===== config.mk =====
export PLATFORM = sky130hd
export DESIGN_NAME = mvdm_sram_sched
export DESIGN_NICKNAME = d
export VERILOG_FILES = /design/src/rtl/mvdm_pkg.sv /design/src/rtl/mvdm_rr_arb2.sv /design/src/rtl/mvdm_sram_sched.sv
export SDC_FILE = /design/constraint.sdc
export NUM_CORES = 1
export LEC_CHECK = 0
export ABC_AREA = 1
export CORE_AREA = 2 2 169 171
export DETAILED_ROUTE_END_ITERATION = 10
export DIE_AREA = 0 0 171 173
export GPL_ROUTABILITY_DRIVEN = 0
export PLACE_DENSITY = 0.75
export RECOVER_POWER = 100
export SYNTH_ARGS = -nofsm -noshare
export SYNTH_HDL_FRONTEND = slang
export SYNTH_HIERARCHICAL = 1
export SYNTH_SLANG_ARGS = --single-unit

===== constraint.sdc =====
create_clock -name clk -period 4.9 [get_ports clk]
set_input_delay 0.98 -clock clk [delete_from_list [all_inputs] [get_ports clk]]
set_output_delay 0.98 -clock clk [all_outputs]
set_load 0.1 [all_outputs]

===== src/rtl/mvdm_pkg.sv =====
// Shared types and constants for the motion-vector pixel SRAM scheduler.
// Address field widths, pixel/word sizes, requester ids and FSM states.
package mvdm_pkg;

  localparam int IMG_W       = 1;
  localparam int ROW_W       = 7;
  localparam int WORD_W      = 3;
  localparam int LANE_W      = 4;
  localparam int ADDR_W      = IMG_W + ROW_W + WORD_W;
  localparam int CNT_W       = ADDR_W + LANE_W;
  localparam int PIX_W       = 8;
  localparam int WORD_BITS   = 128;
  localparam int LANES       = WORD_BITS / PIX_W;
  localparam int NUM_PIX_DEF = 32768;

  typedef enum logic {
    REQ_L0 = 1'b0,
    REQ_L1 = 1'b1
  } req_id_e;

  typedef enum logic {
    ST_IDLE = 1'b0,
    ST_LOAD = 1'b1
  } st_e;

endpackage


===== src/rtl/mvdm_rr_arb2.sv =====
// Two-way round-robin read arbiter; wr_blk suppresses all grants.
// Ports: clk, rst_n, req[1:0] in; wr_blk in; gnt[1:0] one-hot out (comb).
module mvdm_rr_arb2
  import mvdm_pkg::*;
(
  input  logic       clk,
  input  logic       rst_n,
  input  logic [1:0] req,
  input  logic       wr_blk,
  output logic [1:0] gnt
);

  req_id_e last_gnt_q, last_gnt_d;

  always_comb begin
    gnt        = 2'b00;
    last_gnt_d = last_gnt_q;
    if (!wr_blk) begin
      unique case (req)
        2'b01:   gnt = 2'b01;
        2'b10:   gnt = 2'b10;
        2'b11:   gnt = (last_gnt_q == REQ_L1) ? 2'b01 : 2'b10;
        default: gnt = 2'b00;
      endcase
    end
    if (gnt[1])      last_gnt_d = REQ_L1;
    else if (gnt[0]) last_gnt_d = REQ_L0;
  end

  // Reset to L1 so that L0 wins the first tie.
  always_ff @(posedge clk or negedge rst_n) begin
    if (!rst_n) last_gnt_q <= REQ_L1;
    else        last_gnt_q <= last_gnt_d;
  end

endmodule


===== src/rtl/mvdm_sram_sched.sv =====
// Pixel SRAM scheduler: packs the 8-bit load stream into 128-bit writes and
// arbitrates L0/L1 word reads. Writes win the port; reads get tagged replies.
// Ports: pix_valid/pix_data in, load_done out; rd_req/rd_addr0/rd_addr1 in,
// rd_gnt out; rsp_valid/rsp_id/rsp_data out; sram_a/sram_di/sram_web out,
// sram_do in. Option macro MVDM_SRAM_RSP_REG_EN registers rsp_data (T+2).
module mvdm_sram_sched
  import mvdm_pkg::*;
#(
  parameter int NUM_PIX = NUM_PIX_DEF
) (
  input  logic                 clk,
  input  logic                 rst_n,
  input  logic                 pix_valid,
  input  logic [PIX_W-1:0]     pix_data,
  output logic                 load_done,
  input  logic [1:0]           rd_req,
  input  logic [ADDR_W-1:0]    rd_addr0,
  input  logic [ADDR_W-1:0]    rd_addr1,
  output logic [1:0]           rd_gnt,
  output logic                 rsp_valid,
  output logic                 rsp_id,
  output logic [WORD_BITS-1:0] rsp_data,
  output logic [ADDR_W-1:0]    sram_a,
  output logic [WORD_BITS-1:0] sram_di,
  output logic                 sram_web,
  input  logic [WORD_BITS-1:0] sram_do
);

  st_e                  st_q, st_d;
  logic [CNT_W-1:0]     cnt_q, cnt_d;
  logic [PIX_W-1:0]     buf_q [LANES-1];
  logic [PIX_W-1:0]     buf_d [LANES-1];
  logic                 done_q, done_d;
  logic [ADDR_W-1:0]    sram_a_q, sram_a_d;
  logic [WORD_BITS-1:0] sram_di_q, sram_di_d;
  logic                 rsp_valid_q, rsp_valid_d;
  req_id_e              rsp_id_q, rsp_id_d;

  logic [LANE_W-1:0]    lane;
  logic                 last_pix;
  logic                 wr_en;
  logic [WORD_BITS-1:0] wr_word;

  assign lane     = cnt_q[LANE_W-1:0];
  assign last_pix = (cnt_q == CNT_W'(NUM_PIX - 1));
  assign wr_en    = pix_valid && (lane == LANE_W'(LANES - 1));

  mvdm_rr_arb2 u_arb (
    .clk    (clk),
    .rst_n  (rst_n),
    .req    (rd_req),
    .wr_blk (wr_en),
    .gnt    (rd_gnt)
  );

  // Word being written: the live pixel fills the top lane.
  always_comb begin
    wr_word = '0;
    for (int i = 0; i < LANES - 1; i++) begin
      wr_word[i*PIX_W +: PIX_W] = buf_q[i];
    end
    wr_word[WORD_BITS-1 -: PIX_W] = pix_data;
  end

  always_comb begin
    st_d   = st_q;
    cnt_d  = cnt_q;
    buf_d  = buf_q;
    done_d = 1'b0;
    if (pix_valid) begin
      cnt_d  = last_pix ? '0 : cnt_q + 1'b1;
      done_d = last_pix;
      if (!wr_en) buf_d[lane] = pix_data;
    end
    unique case (st_q)
      ST_IDLE: if (pix_valid && !last_pix) st_d = ST_LOAD;
      ST_LOAD: if (pix_valid && last_pix)  st_d = ST_IDLE;
      default: st_d = ST_IDLE;
    endcase
  end

  // Port mux: write, else granted read, else hold the last address.
  always_comb begin
    sram_web = 1'b1;
    sram_a   = sram_a_q;
    sram_di  = sram_di_q;
    unique case (1'b1)
      wr_en: begin
        sram_web = 1'b0;
        sram_a   = cnt_q[CNT_W-1:LANE_W];
        sram_di  = wr_word;
      end
      rd_gnt[0]: sram_a = rd_addr0;
      rd_gnt[1]: sram_a = rd_addr1;
      default: ;
    endcase
    sram_a_d    = sram_a;
    sram_di_d   = sram_di;
    rsp_valid_d = |rd_gnt;
    rsp_id_d    = rd_gnt[1] ? REQ_L1 : REQ_L0;
  end

  always_ff @(posedge clk or negedge rst_n) begin
    if (!rst_n) begin
      st_q        <= ST_IDLE;
      cnt_q       <= '0;
      for (int i = 0; i < LANES - 1; i++) buf_q[i] <= '0;
      done_q      <= 1'b0;
      sram_a_q    <= '0;
      sram_di_q   <= '0;
      rsp_valid_q <= 1'b0;
      rsp_id_q    <= REQ_L0;
    end else begin
      st_q        <= st_d;
      cnt_q       <= cnt_d;
      buf_q       <= buf_d;
      done_q      <= done_d;
      sram_a_q    <= sram_a_d;
      sram_di_q   <= sram_di_d;
      rsp_valid_q <= rsp_valid_d;
      rsp_id_q    <= rsp_id_d;
    end
  end

  assign load_done = done_q;

`ifdef MVDM_SRAM_RSP_REG_EN
  logic                 rsp_v2_q;
  req_id_e              rsp_id2_q;
  logic [WORD_BITS-1:0] rsp_data_q;

  always_ff @(posedge clk or negedge rst_n) begin
    if (!rst_n) begin
      rsp_v2_q   <= 1'b0;
      rsp_id2_q  <= REQ_L0;
      rsp_data_q <= '0;
    end else begin
      rsp_v2_q   <= rsp_valid_q;
      rsp_id2_q  <= rsp_id_q;
      rsp_data_q <= sram_do;
    end
  end

  assign rsp_valid = rsp_v2_q;
  assign rsp_id    = rsp_id2_q;
  assign rsp_data  = rsp_data_q;
`else
  assign rsp_valid = rsp_valid_q;
  assign rsp_id    = rsp_id_q;
  assign rsp_data  = sram_do;
`endif

endmodule


# ---- Word level (Yosys, flattened, before mapping)
# Index checks and enable logic that the tools add are counted.
dict set report classes {
  addsub 1
  n_lt_le_gt_ge 2
  eq_ne 5
  muxes 14
  bitwise_logic 2
  reduce_logical 5
}
# op n
set op_table {}
lappend op_table {{$mux W128} 1}
lappend op_table {{$bwmux W120} 1}
lappend op_table {{$pmux W11 S3} 1}
lappend op_table {{$demux W8 S4} 1}
lappend op_table {{$add A15 B1 Y15 const B} 1}
lappend op_table {{$eq A15 B15 Y1 const B} 1}
lappend op_table {{$mux W15} 1}
lappend op_table {{$mux W8} 1}
lappend op_table {{$pmux W2 S3} 1}
lappend op_table {{$ge A5 B5 Y1 const B} 1}
lappend op_table {{$lt A5 B1 Y1 const B} 1}
lappend op_table {{$mux W1} 5}
lappend op_table {{$not A4 Y5} 1}
lappend op_table {{$eq A2 B2 Y1 const B} 2}
lappend op_table {{$eq A4 B4 Y1 const B} 1}
lappend op_table {{$mux W2} 2}
lappend op_table {{$eq A2 B1 Y1 const B} 1}
lappend op_table {{$logic_and A1 B1 Y1} 2}
lappend op_table {{$reduce_and A2 Y1} 1}
lappend op_table {{$reduce_bool A2 Y1} 1}
lappend op_table {{$reduce_or A2 Y1} 1}
lappend op_table {{$not A1 Y1} 1}
dict set report totals {
  register_bits 278
  in_bits 163
  output_inout_bits 273
  word_cells 51
}

# ---- Depth between registers and ports, before layout
# Gate-level depths: netlist (run 1).
dict set report depth {
  word_depth 6
  depth_mapped 14
  depth_no_buf 11
}

# ---- Hierarchy
# The synthesis (run 1) kept the hierarchy.
# mod instances cells_each area_each_um2 seq_area_each_um2
set modules_own_cells {}
lappend modules_own_cells {mvdm_sram_sched 1 1287 11646.2 6931.6}
lappend modules_own_cells {mvdm_rr_arb2 1 11 73.8 26.3}

# ---- Worst setup path after synthesis (run 1)
# OpenSTA, ideal clock, no wires.
dict set report synth_path {
  path_type {input port to output port}
  start {input pix_valid}
  end {output sram_a[0]}
  t_arrival_ps 3983
  t_required_ps 3920
  slack_ps -63
  stages 13
  cell_sequence {buf_2 -> nand2_1 -> nor2_4 -> clkbuf_1 -> inv_1 -> nand2_1 -> a21oi_2 -> nor2_1 -> inv_1 -> nor2_1 -> clkbuf_1 -> nand2_1 -> nand4_1}
}
dict set report synth_via {
  elab_chain_cells 3
}
# element line
set synth_rtl {}
lappend synth_rtl {{from (decl)} mvdm_sram_sched.sv:13} ;# input logic pix_valid,
lappend synth_rtl {{$logic_and A1 B1 Y1} mvdm_sram_sched.sv:46} ;# assign wr_en = pix_valid && (lane == LANE_W'(LANES - 1));
lappend synth_rtl {{via wr_en} mvdm_sram_sched.sv:41} ;# logic wr_en;
lappend synth_rtl {{$mux W2} mvdm_rr_arb2.sv:18} ;# if (!wr_blk) begin
lappend synth_rtl {{via rd_gnt[0]} mvdm_sram_sched.sv:19} ;# output logic [1:0] rd_gnt,
lappend synth_rtl {{$pmux W11 S3} mvdm_sram_sched.sv:87} ;# unique case (1'b1)
lappend synth_rtl {{to (decl)} mvdm_sram_sched.sv:23} ;# output logic [ADDR_W-1:0] sram_a,
# The timed path passes the listed nets, and every way through them passes these cells.

# ---- Worst setup path after layout (run 1)
dict set report layout_path {
  start {input pix_valid}
  end {output sram_di[39]}
}
dict set report layout_via {
  elab_chain_cells 2
}
# element line
set layout_rtl {}
lappend layout_rtl {{$logic_and A1 B1 Y1} mvdm_sram_sched.sv:46}
lappend layout_rtl {{$mux W128} mvdm_sram_sched.sv:87}
lappend layout_rtl {{to (decl)} mvdm_sram_sched.sv:24} ;# output logic [WORD_BITS-1:0] sram_di,
# Every way passes these cells.

==> flow_metrics.tcl, run 1 <==
set metrics [dict create \
    status "finished, violations left" \
    violations "capacitance limit, slew limit" \
    insertion_delay_ns 0.54 \
    relSlewSlack_pct -122 \
    cp-end-kind "output port" \
    grt_max_degree 130 \
    cts-root-buf "clkbuf_16" \
    period_minus_slack_ns 4.69 \
    die_w_um 171 \
    crit_type "in2out" \
    drc 0 \
    synth.area.top_cells "dfrtp_1, nand2_1, buf_4, o21ai_0, inv_1" \
    synth-seq-cells 278 \
    drive_above_1_share_pct 15.0 \
    core-area_um2 27600 \
    synth_fp_nets 1466 \
    wirelength_um 28600 \
    rsz0062_at_grt "false" \
    met1_length_um 12300 \
    synth_top_family_by_area "simple AND/OR/NAND/NOR gates" \
    wl_met3_um 2390 \
    postSynthAreaPerCell_um2 9.03 \
    grt_pass1_vias 8662 \
    area_delta_synth_final_pct 15.8 \
    max_cap_violations 1 \
    synthSimpleGateAreaFrac_pct 17.0 \
    max_freq_ghz 0.213 \
    diodes 0 \
    rows 61 \
    synth-compound-area-share_pct 8.88 \
    placed_area_um2 14400 \
    yosysWarnings 6 \
    vias_per_cell 4.83 \
    synth-adder-area-share_pct 0.534 \
    hp-start "sram_di_q[88]$_DFF_PN0_" \
    synth_top_area_share_pct 59.1 \
    r2r_cells 6 \
    grt_usage_pct 19.4 \
    fin_crit_sh_pct 95.7 \
    ios 436 \
    overflow 0 \
    cts_tree "done" \
    cts.sinks 278 \
    vias 8410 \
    cts_hold_buf 0 \
    clk_transition_reported_paths_ns 0.06 \
    htreeDepth 1 \
    cts-resized-gates 0 \
    netlist.top_cell.by_area "dfrtp_1" \
    dp_slack_ns 0.270 \
    critical_path.max_stage_delay_ns 0.65 \
    crit_chain "clkdlybuf4s50_1 -> nand2_1 -> nor2_4 -> buf_4 -> inv_6 -> clkbuf_4 -> o21ai_0 -> buf_12" \
    slew_violations 129 \
    highest_layer "met5" \
    seq_area_um2 6960 \
    cts_buffers 30 \
    whs_path_depth 2 \
    antenna_found_initial 1 \
    clockBufferDepth 3 \
    startpoint_type "primary input" \
    mostFrequentLayoutCell "nand2_1" \
    stdcell_count 1743 \
    worst_slack_ns 0.209 \
    cts_setup_buffers 0 \
    required_ns 3.92 \
    hold_violations 0 \
    synthCells 1298 \
    die_h_um 173 \
    min_to "sram_di_q[88]$_DFF_PN0_" \
    synth.mux.area_fraction_pct 0 \
    dr.pass1.iters 5 \
    cp_max_fo 39 \
    ant_nets 0 \
    synth-xor-area-share_pct 0.299 \
    hp-class "reg2reg" \
    fin_nets 1510 \
    fin_hold_ws_ns 0.468 \
    ys_types 25 \
    crit_slowest_cell "clkdlybuf4s50_1" \
    first_iter_violations 497 \
    setup_violations 0 \
    die-area_um2 29600 \
    netlist_area_um2 11700 \
    place_hpwl_um 19300 \
    fillers 2557 \
    grt_pass1_wl_um 46200 \
    numPortBuffers 179 \
    layout_common_cells "nand2_1, dfrtp_1, o21ai_0" \
    r2r_end "buf_q[87]$_DFFE_PN0P_" \
    crit_arrival_ns 3.71 \
    initial_core_util_pct 42.4 \
    fin_worst_skew_ns 0.0156 \
    design_area_um2 13600 \
    dpl.cell_count 1688 \
    dr_wl_met2_um 13200 \
    worstMarginPinSlew_ns 3.33 \
    r2r_slack_ns 2.24 \
    rr_startpoint "cnt_q[1]$_DFFE_PN0P_" \
    wl_per_cell_um 16.4 \
    ys_seq_area_share_pct 59.4 \
    multi_input_area_um2 3130 \
]
-- cell usage after synthesis --
cell type,instances
buf_4,132
dfstp_2,1
buf_6,2
o21ai_2,1
buf_1,8
a21oi_2,1
inv_2,1
xnor2_1,2
o21ai_0,140
o21ai_1,61
ha_1,5
nand2_2,1
nor2_4,1
nand4_1,17
buf_2,19
nor2_1,36
dfrtp_1,277
nand2_1,445
o21bai_1,1
nor3_1,2
clkbuf_1,24
xor2_1,2
a21oi_1,2
inv_1,107
nand3_1,10
-- layer usage --
| layer | vias to the layer above | track usage [%] |
|---|---|---|
| li1 | 4002 | - |
| met4 | 2 | 5.47 |
| met2 | 287 | 31.4 |
| met1 | 4041 | 24.9 |
| met3 | 78 | 6.55 |
| met5 | - | 0 |
-- flip-flops by register name (all words and copies together), names as in the netlist --
register          count
cnt_q                15
load_done             1
rsp_id                1
sram_a_q             11
buf_q               120
rsp_valid             1
sram_di_q           128
u_arb/last_gnt_q      1
-- per-stage QoR --
step	setup TNS, ns	utilization (%)
floorplan	-0.0898	-
global placement	0	52.0
detailed placement	0	52.0
CTS	0	55.7
global route	0	49.1
finish	0	49.1
-- critical path, delay by kind of cell --
kind,cells,cell delay [ns]
buf+inv,5,1.83
compound gates,1,0.60
simple gates,2,0.28
-- logic make-up (layout without fill, tap and decap cells) --
family,Yosys count,count (layout)
AOI/OAI and AO/OA,206,206
xor gates and xnor gates,4,4
DFF,278,278
adders and majority gates,5,5
buffers and inverters,293,360
and+or+nand+nor,512,512
-- cell type report --
cell class | instances | share of cell area (%)
clock buffers | 42 | 6.54
inverters | 108 | 3.02
repair buffers | 197 | 11.5
well taps | 378 | 3.49
multi-input cells | 727 | 23.1
clock inverters | 13 | 1.13
flip-flops and latches | 278 | 51.3
-- worst max path at each step --
stage,from,end,slack (ns)
2_1_floorplan,pix_valid,sram_di[10],-0.009
3_3_place_gp,pix_valid,sram_a[9],0.41
3_5_place_dp,pix_valid,sram_a[3],0.27
4_1_cts,pix_valid,sram_a[0],0.29
5_1_grt,pix_valid,sram_di[78],0.01
6_report,pix_valid,sram_di[39],0.21
Power of run 1 is left out: the tool's default activity adds up to more than one toggle a clock period on the data nets, which glitch-free logic cannot reach.
==> inputs of run 2 (changes only) <==
--- a/config.mk
+++ b/config.mk
@@ -6,6 +6,7 @@
 export NUM_CORES = 1
 export LEC_CHECK = 0
 export ABC_AREA = 1
+export CAP_MARGIN = 20
 export CORE_AREA = 2 2 169 171
 export DETAILED_ROUTE_END_ITERATION = 10
 export DIE_AREA = 0 0 171 173
==> results of run 2 <==
The final DEF is identical to that of run 1; final timing and power are the same.
Power of run 2 is left out for the same reason.
==> inputs of run 3 (changes only) <==
--- a/config.mk
+++ b/config.mk
@@ -13,6 +13,7 @@
 export GPL_ROUTABILITY_DRIVEN = 0
 export PLACE_DENSITY = 0.75
 export RECOVER_POWER = 100
+export SKIP_CTS_REPAIR_TIMING = 1
 export SYNTH_ARGS = -nofsm -noshare
 export SYNTH_HDL_FRONTEND = slang
 export SYNTH_HIERARCHICAL = 1
==> results of run 3 <==
The final DEF is identical to that of run 1; final timing and power are the same.
Power of run 3 is left out for the same reason.
